$ cat src/rtl/branch_resolve_ctrl.sv
// In-order predicted-branch tracker: queues fetch predictions, pops them on execute resolves, drives predictor update and redirect/flush one cycle after the resolve.
// fetch_ready drops when the queue is full and for the single recovery cycle after a mispredict.
module branch_resolve_ctrl #(
  parameter int DEPTH = 4,
  parameter int PC_W  = 32
) (
  input  logic                         clk,
  input  logic                         reset,
  input  logic                         fetch_br_valid,
  input  logic [PC_W-1:0]              fetch_br_pc,
  input  logic                         fetch_br_pred,
  output logic                         fetch_ready,
  input  logic                         ex_resolve_valid,
  input  logic                         ex_br_taken,
  input  logic [PC_W-1:0]              ex_br_target,
  output logic                         bp_update_valid,
  output logic [PC_W-1:0]              bp_update_pc,
  output logic                         bp_update_outcome,
  output logic                         redirect_valid,
  output logic [PC_W-1:0]              redirect_pc,
  output logic                         flush,
  output logic [$clog2(DEPTH+1)-1:0]   outstanding,
  output logic [15:0]                  mispredict_cnt,
  output logic                         resolve_error
);

  localparam int PTR_W = $clog2(DEPTH);
  localparam int CNT_W = $clog2(DEPTH+1);

  typedef enum logic {
    ST_RUN   = 1'b0,
    ST_FLUSH = 1'b1
  } state_t;

  state_t             state_q, state_d;
  logic [PTR_W-1:0]   wr_ptr_q, wr_ptr_d;
  logic [PTR_W-1:0]   rd_ptr_q, rd_ptr_d;
  logic [CNT_W-1:0]   count_q, count_d;
  logic [15:0]        mis_cnt_q, mis_cnt_d;
  logic               err_d;
  logic               bp_valid_d, bp_out_d;
  logic [PC_W-1:0]    bp_pc_d;
  logic               rd_valid_d;
  logic [PC_W-1:0]    rd_pc_d;

  logic [PC_W-1:0]    ent_pc [DEPTH];
  logic [DEPTH-1:0]   ent_pred;

  logic               head_vld;
  logic [PC_W-1:0]    head_pc;
  logic               head_pred;
  logic               alloc_go;
  logic               resolve_go;
  logic               mispredict;

  assign head_vld    = (count_q != '0);
  assign head_pc     = ent_pc[rd_ptr_q];
  assign head_pred   = ent_pred[rd_ptr_q];

  // Ready looks only at registered state; a resolve in the same cycle does not free a slot.
  assign fetch_ready = (state_q == ST_RUN) && (count_q < CNT_W'(DEPTH));
  assign alloc_go    = fetch_br_valid && fetch_ready;
  assign resolve_go  = (state_q == ST_RUN) && ex_resolve_valid && head_vld;
  assign mispredict  = resolve_go && (ex_br_taken != head_pred);

  assign outstanding    = count_q;
  assign mispredict_cnt = mis_cnt_q;

  always_comb begin
    state_d    = state_q;
    wr_ptr_d   = wr_ptr_q;
    rd_ptr_d   = rd_ptr_q;
    count_d    = count_q;
    mis_cnt_d  = mis_cnt_q;
    err_d      = resolve_error;
    bp_valid_d = 1'b0;
    bp_pc_d    = bp_update_pc;
    bp_out_d   = bp_update_outcome;
    rd_valid_d = 1'b0;
    rd_pc_d    = redirect_pc;

    case (state_q)
      ST_RUN: begin
        if (ex_resolve_valid && !head_vld) begin
          err_d = 1'b1;
        end
        if (resolve_go) begin
          bp_valid_d = 1'b1;
          bp_pc_d    = head_pc;
          bp_out_d   = ex_br_taken;
        end
        if (mispredict) begin
          // Everything younger than the head is on the wrong path, including this cycle's alloc.
          rd_valid_d = 1'b1;
          rd_pc_d    = ex_br_taken ? ex_br_target : head_pc + PC_W'(4);
          count_d    = '0;
          rd_ptr_d   = wr_ptr_q;
          state_d    = ST_FLUSH;
          if (mis_cnt_q != 16'hFFFF) begin
            mis_cnt_d = mis_cnt_q + 16'd1;
          end
        end else begin
          if (alloc_go) begin
            wr_ptr_d = wr_ptr_q + PTR_W'(1);
          end
          if (resolve_go) begin
            rd_ptr_d = rd_ptr_q + PTR_W'(1);
          end
          count_d = count_q + CNT_W'(alloc_go) - CNT_W'(resolve_go);
        end
      end
      ST_FLUSH: begin
        state_d = ST_RUN;
      end
      default: begin
        state_d = ST_RUN;
      end
    endcase
  end

  always_ff @(posedge clk) begin
    if (!reset) begin
      state_q           <= ST_RUN;
      wr_ptr_q          <= '0;
      rd_ptr_q          <= '0;
      count_q           <= '0;
      mis_cnt_q         <= '0;
      resolve_error     <= 1'b0;
      bp_update_valid   <= 1'b0;
      bp_update_pc      <= '0;
      bp_update_outcome <= 1'b0;
      redirect_valid    <= 1'b0;
      redirect_pc       <= '0;
      flush             <= 1'b0;
    end else begin
      state_q           <= state_d;
      wr_ptr_q          <= wr_ptr_d;
      rd_ptr_q          <= rd_ptr_d;
      count_q           <= count_d;
      mis_cnt_q         <= mis_cnt_d;
      resolve_error     <= err_d;
      bp_update_valid   <= bp_valid_d;
      bp_update_pc      <= bp_pc_d;
      bp_update_outcome <= bp_out_d;
      redirect_valid    <= rd_valid_d;
      redirect_pc       <= rd_pc_d;
      flush             <= rd_valid_d;
    end
  end

  // Entry storage needs no reset: occupancy is tracked by count_q alone.
  always_ff @(posedge clk) begin
    if (alloc_go && !mispredict) begin
      ent_pc[wr_ptr_q]   <= fetch_br_pc;
      ent_pred[wr_ptr_q] <= fetch_br_pred;
    end
  end

  assert property (@(posedge clk) disable iff (!reset) count_q <= CNT_W'(DEPTH));
  assert property (@(posedge clk) disable iff (!reset) redirect_valid == flush);

endmodule

$ cat config.mk
export PLATFORM = sky130hd
export DESIGN_NAME = branch_resolve_ctrl
export DESIGN_NICKNAME = d
export VERILOG_FILES = /design/src/rtl/branch_resolve_ctrl.sv
export SDC_FILE = /design/constraint.sdc
export NUM_CORES = 1
export LEC_CHECK = 0
export BUFFER_PORTS_ARGS = -buffer_cell sky130_fd_sc_hd__buf_2
export CAP_MARGIN = 20
export CORE_ASPECT_RATIO = 0.6
export CORE_MARGIN = 1
export CORE_UTILIZATION = 55
export DETAILED_ROUTE_END_ITERATION = 8
export GPL_ROUTABILITY_DRIVEN = 0
export GPL_TIMING_DRIVEN = 1
export HOLD_SLACK_MARGIN = 0.02
export PLACE_DENSITY = 0.77
export SETUP_SLACK_MARGIN = 0.5
export SLEW_MARGIN = 10
export SYNTH_ARGS = -nofsm -noshare
export SYNTH_HDL_FRONTEND = slang
export SYNTH_SLANG_ARGS = --single-unit
$ cat constraint.sdc
create_clock -name clk -period 3.7 [get_ports clk]
set_clock_uncertainty 0.1 [all_clocks]
set_input_delay 0.37 -clock clk [delete_from_list [all_inputs] [get_ports clk]]
set_output_delay 0.37 -clock clk [all_outputs]
set_load 0.02 [all_outputs]
==> results of run 1 <==
## layout by cell type, fill, tap and decap left out, types with 3 or more instances in the layout
master and count:
a21oi_1 71, a311oi_1 3, and2_1 5, and3_1 23, and4_1 3, buf_2 158, buf_4 14, bufinv_16 3
clkbuf_16 21, clkinv_2 3, clkinvlp_4 3, dfxtp_1 92, dlygate4sd3_1 31, edfxtp_1 132, ha_1 7, inv_1 11
mux2i_1 7, mux4_1 6, mux4_2 27, nand2_1 104, nand3_1 19, nand4_1 7, nor2_1 30, nor3_1 7
nor3_2 7, nor4_2 5, o211ai_1 4, o21ai_0 16, o22ai_1 17, or3_1 5, xnor2_1 26, xor2_1 14
## cells in the mapped netlist (all sizes together) (17+ instances only)
cell and count:
a21oi 71, nor2 32, buf 22, xnor2 28, nand2 105, clkbuf 22
edfxtp 132, dfxtp 93, mux4 33, o22ai 17, and3 24, nand3 20
## cells by family after synthesis
family                   Yosys count
multiplexers                      40
XOR/XNOR                          42
AO/OA/AOI/OAI                    122
adder cells (fa/ha/maj)            8
flip-flops                       225
buffers and inverters             56
AND/OR/NAND/NOR                  238
## report_power, final
part / switching (W) / internal (W)
Clock: 0.000905 / 0.00129
Combinational: 0.00154 / 0.000859
Sequential: 0.000222 / 0.00309
Total: 0.00267 / 0.00523
## cell type report
type | count | area (um2) | area share
repair buffers | 203 | 1210 | 0.106
clock buffers | 25 | 561 | 0.0492
clock inverters | 11 | 136 | 0.0120
inverters | 12 | 45.0 | 0.00396
diodes | 1 | 2.50 | 0.000220
multi-input cells | 450 | 3320 | 0.292
well taps | 228 | 285 | 0.0251
flip-flops and latches | 225 | 5830 | 0.512
## path summary, 6_finish.rpt
path                            depth (start not counted)  slack [ps]                      endpoint                        start
worst min-delay path                                    1          30       ent_pc[1][29]$_DFFE_PP_              fetch_br_pc[29]
worst min register to register                          2         350   redirect_pc[2]$_SDFFE_PN0P_  redirect_pc[2]$_SDFFE_PN0P_
worst max register to register                          8         740  redirect_pc[18]$_SDFFE_PN0P_                         flop
worst max-delay path                                    8         740  redirect_pc[18]$_SDFFE_PN0P_                         flop
## state kept, by name (all words and copies together) (netlist names), named ones only
register           cells
ent_pred               4
resolve_error          1
outstanding            3
bp_update_valid        1
flush                  1
bp_update_outcome      1
mispredict_cnt        16
ent_pc               128
redirect_pc           32
rd_ptr_q               2
wr_ptr_q               2
bp_update_pc          32
## critical path, stage by stage, from the launching register on
cell and delay (ps):
dfxtp_2 770, mux4_2 670, ha_1 300, nand2b_1 100, o22ai_1 120, nand2_4 180
nor3_2 90, xnor2_1 350, o22ai_1 140
## metal layers
layer / GRT usage / up-vias / wire length (um)
met3: 0.0529 / 31 / 2320
met5: 0 / - / 0
met1: 0.408 / 3237 / 10500
li1: - / 3067 / -
met4: 0.0625 / 0 / 328
met2: 0.417 / 353 / 10500
## metrics by stage
step	hold WS [ps]	utilization	power [W]	cell area, um2	worst slack (ps)
2_1_floorplan	369	-	0.00497	9440	693
3_3_place_gp	338	0.629	0.00564	10400	782
3_5_place_dp	342	0.629	0.00569	10400	747
4_1_cts	20.7	0.690	0.00790	11400	721
5_1_grt	30.3	0.690	0.00825	11400	576
6_report	26.5	0.690	0.00790	11400	737
==> out/metrics.cfg, run 1 <==
[yosys]
yosys.area.top_type = edfxtp_1
synth.top_cell.area_share = 0.420
async_flop_share = 0
synthSimpleGateAreaFrac = 0.135
synth.top_cells.by_area = edfxtp_1 (42%), dfxtp_1 (20%), mux4_2 (6.4%)
yosys-mux-area-fraction = 0.0885
synth_fa_ha_area_frac = 0.0114
seq_area_frac_synth = 0.617
synth_edf_count = 132
syn_avg_cell_area_um2 = 12.9
synthXorXnorAreaFrac = 0.0417
synth_top_family_by_area = simple AND/OR/NAND/NOR gates
synth-seq-cells = 225
synthCells = 731
synth_flop_cell = edfxtp_1
yosysWarningCount = 0
netlist_area_um2 = 9440
synth_compound_area_frac = 0.0737
syn-num-nets = 809
ys_types = 59

[setup_path]
crit_required_ps = 3950
crit_arrival_ps = 3210
crit_path_start_kind = flop
crit_type = reg -> reg
endpoint_kind = flop
worstPathMaxFanout = 20

[timing]
tightest_slew_ps = 954
finalSetupViolations = 0
period_needed_ps = 2960
max_freq_mhz = 337
finalCritPeriodShare = 0.801
rsz0062_at_grt = false
slew_headroom = 0.364
final_hold_viol_count = 0
fin_setup_tns_ps = 0
drv_slew = 0

[global_route]
antenna_found_initial = 1
grt_util_all_layers = 0.273
grt_pass1_vias = 6225
grt_max_degree = 87
grt.overflow.total = 0
grt_pass1_wl_um = 35700

[power]
power_leakage_nw = 4.27
powerDensity_nw_per_um2 = 694
irDropWorstVdd_mv = 0.402

[die]
start_util = 0.573
dieArea_um2 = 17700
io-pin-count = 159
rows = 36
die_w_um = 171
die_y_um = 103
core_um2 = 16500

[drt]
antenna_left = 0
vias_per_cell = 5.79
first_iter_violations = 584
dr.pass1.iters = 5
vias = 6688
wl_per_cell_um = 20.5
routed_wl_um = 23700
drc = 0

[cts]
cts_tree = yes
post-cts-setup-buffer-count = 0
path_clk_slew_ps = 70
cts_hold_buf = 31
cts_buffers = 20
clk_path_buf_depth = 3
clk_latency_ps = 490
clkSinkCount = 225
htreeDepth = 1
root_buffer = clkbuf_16
cts_resized = 0

[place]
dp_cells = 1087
hpwl_um = 15600
io_buffer_count = 158

[hold_path]
hp-class = in -> reg

[final_layout]
final_cells = 1155
fin_nets = 990
fill_cells = 1206
area_growth_pct = 20.6
drive_above_1_share = 0.286

[run]
maxCapViolations = 0

[outcome]
status = finished clean

Power figures use the tool's default switching activity.
==> inputs of run 2 (changes only) <==
- clock period: 3.7 -> 2.9 ns (I/O delays scaled with it)
==> run 2 against run 1 <==
- hold slack improved by 5.4 ps
- critical endpoint is now mispredict_cnt[15]$_SDFFE_PN0P_
- sequential share of layout area is 3.1 points lower
- clock power rose by 27%
- combinational power is 54% higher
- setup slack got worse by 240 ps
==> out/metrics.cfg, run 2 (synthesis results as in run 1) <==
[outcome]
status = finished clean

[drt]
met3_wirelength_um = 1980  ; -15%
dr.pass1.iters = 5  ; unchanged
wl_met2_um = 10700  ; +1.9%
first_iter_violations = 620  ; +6.2%
drc = 0  ; unchanged
vias_per_cell = 5.76  ; -0.53%
antenna_left = 0  ; unchanged
wl_per_cell_um = 20.2  ; -1.6%
routed_wl_um = 24300  ; +2.6%
highest_layer = met4
wl_met1_um = 11200  ; +5.8%
vias = 6935  ; +3.7%

[setup_path]
worstPathCellList = mux4_2 > xnor2_4 > o2111ai_2 > nor4_1 > xnor2_1 > nor2_1
path_buf_inv = 0  ; unchanged
crit_path_start_kind = flop
crit_arrival_ps = 2660  ; -550 ps
slowest_delay_ps = 650  ; -120 ps
endpoint_kind = flop
regToRegSetupSlack_ps = 500  ; -240 ps
slowest_stage = mux4_2
critPathTopFamily = multiplexers
crit_type = reg -> reg
crit_required_ps = 3150  ; -800 ps
worstPathMaxFanout = 7  ; -65%

[final_layout]
drive_above_1_share = 0.355  ; +0.0687
largest_register_ffs = 128  ; unchanged
fin_nets = 1039  ; +4.9%
largest-register = ent_pc
final_cells = 1204  ; +4.2%
layout_common_cells = buf_2 (158), edfxtp_1 (132), nand2_1 (101)
reg_top3 = ent_pc x128, bp_update_pc x32, redirect_pc x32
fill_cells = 1034  ; -14%
area_growth_pct = 28.7
finalInstanceArea_um2 = 12200  ; +6.7%
final_common_cell = buf_2

[place]
io_buffer_count = 158  ; unchanged
dp_cells = 1097  ; +0.92%
hpwl_um = 15800  ; +1.6%
place_area_um2 = 10500  ; +1.5%

[die]
rows = 36  ; unchanged
core_um2 = 16500  ; unchanged
die_y_um = 103  ; unchanged
dieArea_um2 = 17700  ; unchanged
io-pin-count = 159  ; unchanged
die_w_um = 171  ; unchanged
start_util = 0.573  ; unchanged

[power]
swShare = 0.335  ; -0.00251
pwr-share-comb = 0.345  ; +0.041
irDropWorstVdd_mv = 0.420  ; +4.6%
powerDensity_nw_per_um2 = 880  ; +27%
sequentialPowerShare = 0.394  ; -0.025
switching_power_w = 0.00358  ; +34%
power_w = 0.0107  ; +35%
power_leakage_nw = 4.67  ; +9.4%
clock_power_share = 0.261  ; -0.017
intPower_w = 0.00711  ; +36%

[timing]
period_needed_ps = 2400  ; -562 ps
drv_slew = 0  ; unchanged
slew_headroom = 0.343  ; -0.0212
finalCritPeriodShare = 0.828  ; +0.0272
rsz0062_at_grt = true
final_hold_viol_count = 0  ; unchanged
max_freq_mhz = 416  ; +23%
tightest_slew_ps = 986  ; +31.8 ps
fin_setup_tns_ps = 0  ; unchanged
timing.hold.ws_ps = 31.9  ; +5.39 ps
finalSetupViolations = 0  ; unchanged

[hold_path]
hp-class = in -> reg

[run]
maxCapViolations = 0  ; unchanged

[cts]
path_clk_slew_ps = 70  ; about the same
htreeDepth = 1  ; unchanged
clkSinkCount = 225  ; unchanged
clk_latency_ps = 500  ; about the same
clk_path_buf_depth = 3  ; unchanged
cts_tree = yes
root_buffer = clkbuf_16
cts_buffers = 20  ; unchanged

[global_route]
grt_max_degree = 87  ; unchanged
antenna_found_initial = 1  ; unchanged
grt_pass1_vias = 6289  ; +1.0%
grt_util_all_layers = 0.263  ; -0.0103
grt_pass1_wl_um = 34800  ; -2.5%
grt.overflow.total = 0  ; unchanged

## run 2: changes by cell type in the layout (fill, tap and decap cells not counted), moves of 4 or more
cell           previous run  this run
dlygate4sd3_1            31        38
and2_1                    5         1
and2_4                    1         5
mux4_2                   27        32
xnor2_2                   1         6
xnor2_1                  26        20
dfxtp_2                   1         6
buf_12                    0         8
buf_4                    14        40
mux4_1                    6         1
dfxtp_1                  92        86
## run 2: path summary, 6_finish.rpt
check,endpoint,depth (start not counted),startpoint
worst max register to register,mispredict_cnt[15]$_SDFFE_PN0P_,6,rd_ptr_q[0]$_SDFFE_PN0N_
worst min-delay path,redirect_pc[4]$_SDFFE_PN0P_,3,ex_br_target[4]
worst min register to register,redirect_pc[13]$_SDFFE_PN0P_,2,redirect_pc[13]$_SDFFE_PN0P_
worst max-delay path,mispredict_cnt[15]$_SDFFE_PN0P_,6,rd_ptr_q[0]$_SDFFE_PN0N_
## run 2: stage by stage
step / worst slack (ps) / util
after detailed placement: 202 / 0.638
final: 499 / 0.737
after global placement: 296 / 0.638
after floorplan: 522 / -
after CTS: 462 / 0.713
after global routing: 373 / 0.737
## run 2: timing repair
| action | in CTS | in global routing |
|---|---|---|
| hold endpoints to repair | 138 | 0 |
| hold buffers | 38 | 0 |
| setup buffers | 8 | 21 |
| pin swaps | 6 | 18 |
| cloned | 0 | 3 |
| gates resized for setup | 22 | 40 |
| endpoints found under the setup margin | 131 | 158 |
## run 2: routing by layer
layer | track usage | vias to the layer above
met5 | 0 | -
met4 | 0.0529 | 0
met3 | 0.0468 | 34
met2 | 0.396 | 329
met1 | 0.402 | 3408
li1 | - | 3164
## run 2: area by class of cell
| type | instances | area [um2] | area share |
|---|---|---|---|
| Sequential cell | 225 | 5840 | 0.480 |
| Multi-Input combinational cell | 450 | 3520 | 0.290 |
| Timing Repair Buffer | 252 | 1760 | 0.145 |
| Clock buffer | 30 | 612 | 0.0504 |
| Tap cell | 228 | 285 | 0.0235 |
| Clock inverter | 6 | 86.3 | 0.00711 |
| Inverter | 12 | 45.0 | 0.00371 |
| Antenna cell | 1 | 2.50 | 0.000206 |
## run 2: worst min-delay path, delay by kind of cell
family	cells	cell delay, ps
buffers and inverters	1	90
AOI/OAI and AO/OA	2	210
## run 2: power by group through the flow
stage          Combinational, W  Sequential [W]  Clock, W
4_1_cts                 0.00328         0.00419   0.00281
6_report                0.00369         0.00421   0.00279
5_1_grt                 0.00395         0.00426   0.00294
3_5_place_dp            0.00312         0.00425         0
2_1_floorplan           0.00198         0.00446         0
3_3_place_gp            0.00307         0.00423         0
